===== src/rtl/aes_key_sched_ctrl.sv =====
// AES-128 key schedule controller: starts an external key-expansion engine, captures the
// 11 round keys into local storage and serves single-cycle round-key reads.
module aes_key_sched_ctrl (
   input  logic         clk,
   input  logic         reset_n,
   input  logic         key_load,
   input  logic [127:0] key_in,
   output logic         key_ready,
   output logic         kx_start,
   output logic [127:0] kx_key,
   input  logic [127:0] kx_subkey,
   input  logic [3:0]   kx_cnt,
   input  logic         kx_valid,
   input  logic         rk_req,
   input  logic [3:0]   rk_idx,
   output logic [127:0] rk_data,
   output logic         rk_valid,
   output logic         rk_err,
   output logic         keys_valid,
   output logic         kx_err
);

   localparam int unsigned NumKeys = 11;
   localparam logic [3:0]  LastRnd = 4'd10;
   localparam logic [3:0]  WdogMax = 4'd13;

   typedef enum logic [1:0] {StIdle, StStart, StExpand, StReady} state_e;

   state_e         state_q, state_d;
   logic [127:0]   kx_key_q, kx_key_d;
   logic [3:0]     exp_rnd_q, exp_rnd_d;
   logic [3:0]     wdog_q, wdog_d;
   logic           keys_valid_q, keys_valid_d;
   logic           kx_err_q, kx_err_d;
   logic [127:0]   rk_data_q, rk_data_d;
   logic           rk_valid_q, rk_valid_d;
   logic           rk_err_q, rk_err_d;
   logic [127:0]   slot_q [NumKeys];
   logic [127:0]   slot_d [NumKeys];

   logic           slot_we;
   logic [3:0]     slot_wa;
   logic [127:0]   slot_wd;
   logic           rd_ok;

   assign key_ready  = (state_q == StIdle) || (state_q == StReady);
   assign kx_start   = (state_q == StStart);
   assign kx_key     = kx_key_q;
   assign keys_valid = keys_valid_q;
   assign kx_err     = kx_err_q;
   assign rk_data    = rk_data_q;
   assign rk_valid   = rk_valid_q;
   assign rk_err     = rk_err_q;

   always_comb begin
      state_d      = state_q;
      kx_key_d     = kx_key_q;
      exp_rnd_d    = exp_rnd_q;
      wdog_d       = wdog_q;
      keys_valid_d = keys_valid_q;
      kx_err_d     = kx_err_q;
      slot_we      = 1'b0;
      slot_wa      = 4'd0;
      slot_wd      = '0;
      unique case (state_q)
         StIdle, StReady: begin
            if (key_load) begin
               state_d      = StStart;
               kx_key_d     = key_in;
               slot_we      = 1'b1;
               slot_wa      = 4'd0;
               slot_wd      = key_in;
               keys_valid_d = 1'b0;
               kx_err_d     = 1'b0;
               exp_rnd_d    = 4'd1;
               wdog_d       = 4'd0;
            end
         end
         StStart: begin
            state_d = StExpand;
         end
         StExpand: begin
            wdog_d = wdog_q + 4'd1;
            if (kx_valid && (kx_cnt == exp_rnd_q)) begin
               slot_we   = 1'b1;
               slot_wa   = exp_rnd_q;
               slot_wd   = kx_subkey;
               exp_rnd_d = exp_rnd_q + 4'd1;
               if (exp_rnd_q == LastRnd) begin
                  state_d      = StReady;
                  keys_valid_d = 1'b1;
               end
            end else if (kx_valid || (wdog_q == WdogMax)) begin
               // Out-of-order round or the 14th EXPAND cycle without finishing.
               kx_err_d = 1'b1;
               state_d  = StIdle;
            end
         end
         default: state_d = StIdle;
      endcase
   end

   always_comb begin
      slot_d = slot_q;
      if (slot_we) begin
         slot_d[slot_wa] = slot_wd;
      end
   end

   // Reads sample the pre-edge storage, so a read alongside a key accept sees the old set.
   always_comb begin
      rd_ok      = rk_req && keys_valid_q && (rk_idx <= LastRnd);
      rk_valid_d = rd_ok;
      rk_err_d   = rk_req && !rd_ok;
      rk_data_d  = rd_ok ? slot_q[rk_idx] : rk_data_q;
   end

   always_ff @(posedge clk or negedge reset_n) begin
      if (!reset_n) begin
         state_q      <= StIdle;
         kx_key_q     <= '0;
         exp_rnd_q    <= 4'd1;
         wdog_q       <= 4'd0;
         keys_valid_q <= 1'b0;
         kx_err_q     <= 1'b0;
         rk_data_q    <= '0;
         rk_valid_q   <= 1'b0;
         rk_err_q     <= 1'b0;
         for (int i = 0; i < NumKeys; i++) begin
            slot_q[i] <= '0;
         end
      end else begin
         state_q      <= state_d;
         kx_key_q     <= kx_key_d;
         exp_rnd_q    <= exp_rnd_d;
         wdog_q       <= wdog_d;
         keys_valid_q <= keys_valid_d;
         kx_err_q     <= kx_err_d;
         rk_data_q    <= rk_data_d;
         rk_valid_q   <= rk_valid_d;
         rk_err_q     <= rk_err_d;
         slot_q       <= slot_d;
      end
   end

endmodule


===== config.mk =====
export PLATFORM = sky130hd
export DESIGN_NAME = aes_key_sched_ctrl
export DESIGN_NICKNAME = d
export VERILOG_FILES = /design/src/rtl/aes_key_sched_ctrl.sv
export SDC_FILE = /design/constraint.sdc
export NUM_CORES = 2
export LEC_CHECK = 0
export ABC_AREA = 0
export BUFFER_PORTS_ARGS = -buffer_cell sky130_fd_sc_hd__buf_2
export CAP_MARGIN = 0
export CORE_ASPECT_RATIO = 0.75
export CORE_MARGIN = 5
export CORE_UTILIZATION = 38
export DETAILED_ROUTE_END_ITERATION = 8
export GPL_TIMING_DRIVEN = 0
export PLACE_DENSITY_LB_ADDON = 0.12
export SLEW_MARGIN = 20
export SYNTH_ARGS = -nofsm -noshare
export SYNTH_HDL_FRONTEND = slang
export SYNTH_SLANG_ARGS = --single-unit

===== constraint.sdc =====
create_clock -name clk -period 4.1 [get_ports clk]
set_clock_uncertainty 0.2 [all_clocks]
set_input_delay 0 -clock clk [delete_from_list [all_inputs] [get_ports clk]]
set_output_delay 0 -clock clk [all_outputs]
set_load 0.03 [all_outputs]

==> impl_metrics.yaml <==
run_status:
  status: "finished clean"
power_and_ir_drop:
  p_total_uw: 45500
  p_switching_uw: 14600
  seq_power_share: 0.407
  p_int_uw: 30900
  switching_share: 0.321
  p_comb_frac: 0.221
  peakVddDrop_mv: 0.451
  power.static_leakage_uw: 0.0409
  clockPowerShare: 0.372
  p_per_area_nw_per_um2: 494
cells_and_area:
  stdcell_area_um2: 92100
  final_net_count: 8759
  area_growth_pct: 24.1
  layout_common_cells: "1,677 x dfrtp_1, 1,664 x nand2_1, 1,232 x o21ai_0, 855 x buf_2, 524 x dlygate4sd3_1"
  final_common_cell: "dfrtp_1"
  drive_gt1_frac: 0.172
timing:
  worst_pin_slew_ps: 1170
  setup_violations: 0
  finalMaxSlewViolations: 0
  period_share: 0.995
  period_needed_ps: 4080
  hold_violations: 0
  setup_slack_ps: 18.8
  holdWs_ps: 52.0
  relSlewSlack: 0.221
  rsz0062_at_grt: "false"
  max_freq_ghz: 0.245
drt:
  drc: 0
  via_count: 60700
  drt_iter0_drc: 4919
  drt-pass1-iter-count: 6
  avgViaCountPerCell: 5.42
  drt.antenna.violating_nets: 0
  routedWlPerCell_um: 24.5
  wl_um: 274000
floorplanning:
  die_y_um: 393
  start_util: 0.382
  core_area_um2: 194000
  die_w_um: 520
  io_pins: 531
  fp-row-count: 140
  die-area_um2: 204000
critical_path:
  crit_path_top_delay_cell: "clkbuf_2"
  cp_cell_sequence: "inv_1 > ha_1 > and2_1 > buf_4 > clkbuf_2 > buf_4 > clkdlybuf4s15_2 > nand2_1 > nand2_1"
  regToRegEndpoint: "kx_key[1]"
  end_kind: "flip-flop"
  cp-startpoint: "state_q[0]"
  cp.depth: 9
  cp-start-kind: "flip-flop"
  r2r_setup_slack_ps: 20
  critPathArrivalTime_ps: 4630
  cp_max_fo: 17
  critical_path_class: "flip-flop to flip-flop"
  rr_worst_depth: 9
  cpLargestDelayFamily: "buffers and inverters"
  cp_num_buf_inv: 5
  required_ps: 4650
  r2r_start: "state_q[0]"
  worstSetupEndpoint: "kx_key[1]"
  cp_slowest_stage_delay_ps: 610
logic_synthesis:
  avgSynthCellArea_um2: 10.3
  synth_edf_count: 0
  ys.flop_type: "dfrtp_1"
  synthSimpleGateAreaFrac: 0.131
  synth_top_family_by_area: "compound AO/OA/AOI/OAI gates"
  synthMuxAreaShare: 0.112
  post_synth_xor_area_fraction: 0.000708
  synth_compound_area_frac: 0.138
  synth.top_cell.area_share: 0.565
  synthAdderAreaFrac: 0.00118
  synthCells: 7230
  syn_area_um2: 74300
  yosys.area.top_type: "dfrtp_1"
  synth_cell_types: 51
  ys_warn_count: 0
  netlist_top_cells_area: "dfrtp_1 57%, nand2_1 8.4%, o21ai_0 8.3%"
  seq_area_frac_synth: 0.565
  syn_nets: 7506
  ys_async_sr_fraction: 1.00
  ys_seq_elements: 1678
clocking:
  cts-root-buf: "clkbuf_16"
  cts_tree: "built"
  numClockSinks: 1678
  cts_max_path_buffers: 3
  numCtsBuffers: 178
  h-tree-depth: 4
  clk_pin_slew_worst_paths_ps: 60
  clk_latency_ps: 820
  postCtsSetupBuffers: 0
placement:
  dpl_worst_slack_ps: -946
  hpwl_um: 193000
  globalplace.congestion: 0.878
  placed_area_um2: 80700
  place.port_buffers: 527
min_path:
  min_path_type: "input pin to flip-flop"
global_routing:
  gr-total-overflow: 0
  grt_first_pass_wirelength_um: 409000
  grt_max_degree: 135
  grt_pass1_vias: 61700
  antenna_found_initial: 34
  grtUsageTotal: 0.265
run:
  drv_cap: 0
## cell usage after synthesis, drive strengths merged (124+ instances only)
| cell | n |
|---|---|
| a21oi | 131 |
| a22oi | 128 |
| a32oi | 124 |
| buf | 379 |
| clkbuf | 333 |
| dfrtp | 1677 |
| inv | 139 |
| mux2i | 258 |
| mux4 | 256 |
| nand2 | 1664 |
| nand3b | 130 |
| nor2 | 395 |
| o211ai | 128 |
| o21ai | 1285 |
| or2 | 128 |
## routing by layer
layer  wire, um  GRT usage
met5         44          0
met4      12000      0.111
met3      15700     0.0443
met2     126000      0.418
met1     120000      0.365
## sequential cells by signal (all words and copies together), names as in the netlist, 2 cells and up
signal / flops
state_q: 2
slot_q: 1408
kx_key: 128
wdog_q: 4
exp_rnd_q: 4
rk_data: 128
## tightest hold or removal path, stage by stage
cell           delay (ps)
dlygate4sd3_1         530
buf_2                 110
a32oi_1               150
o21ai_0               220
## per-stage QoR
step | TNS, ps | std cells | utilization
2_1_floorplan | 0 | 7230 | -
3_3_place_gp | - | 10300 | 0.412
3_5_place_dp | -47560 | 10300 | 0.416
4_1_cts | 0 | 11200 | 0.474
5_1_grt | 0 | 11200 | 0.474
6_report | 0 | 11200 | 0.474
## worst min path at each step
stage	endpoint	cells after the start	from	slack (ps)
after global placement	kx_key[126]	3	key_in[126]	10
after floorplan	exp_rnd_q[1]	0	reset_n	-500
after global routing	slot_q[432]	4	key_in[48]	30
after detailed placement	slot_q[285]	1	reset_n	-240
final	slot_q[417]	4	kx_subkey[33]	50
after CTS	slot_q[428]	4	key_in[44]	0.9
## cell type report
class / count / area (um2)
tap: 2556 / 3200
inverter: 139 / 522
timing repair buffer: 1074 / 8520
buffer: 711 / 3260
antenna: 23 / 57.6
sequential: 1678 / 42000
clock inverter: 56 / 688
multi-input combinational: 4701 / 28500
fill: 18100 / 102000
clock buffer: 267 / 5390
## power by group through the flow
| stage | Clock, uW | Combinational [uW] | Sequential, uW |
|---|---|---|---|
| after global placement | 0 | 9240 | 18800 |
| after global routing | 17900 | 10800 | 18600 |
| after detailed placement | 0 | 9470 | 18700 |
| final | 16900 | 10100 | 18500 |
| after CTS | 17300 | 10000 | 18500 |
| after floorplan | 0 | 4320 | 19800 |
## timing repair
| action | CTS | global route |
|---|---|---|
| gates resized for setup | 4 | 0 |
| hold buffers | 525 | 0 |
| setup endpoints to repair | 280 | 0 |
| hold endpoints to repair | 1813 | 0 |
## kinds of logic (layout without fill, tap and decap cells)
| family | Yosys count | count (layout) |
|---|---|---|
| xor gates and xnor gates | 6 | 6 |
| buffers and inverters | 851 | 2247 |
| DFF | 1678 | 1678 |
| AOI/OAI and AO/OA | 1817 | 1817 |
| and+or+nand+nor | 2357 | 2357 |
| muxes | 514 | 514 |
| adders and majority gates | 7 | 7 |
| other | 0 | 23 |
(Power assumes the default switching activity.)
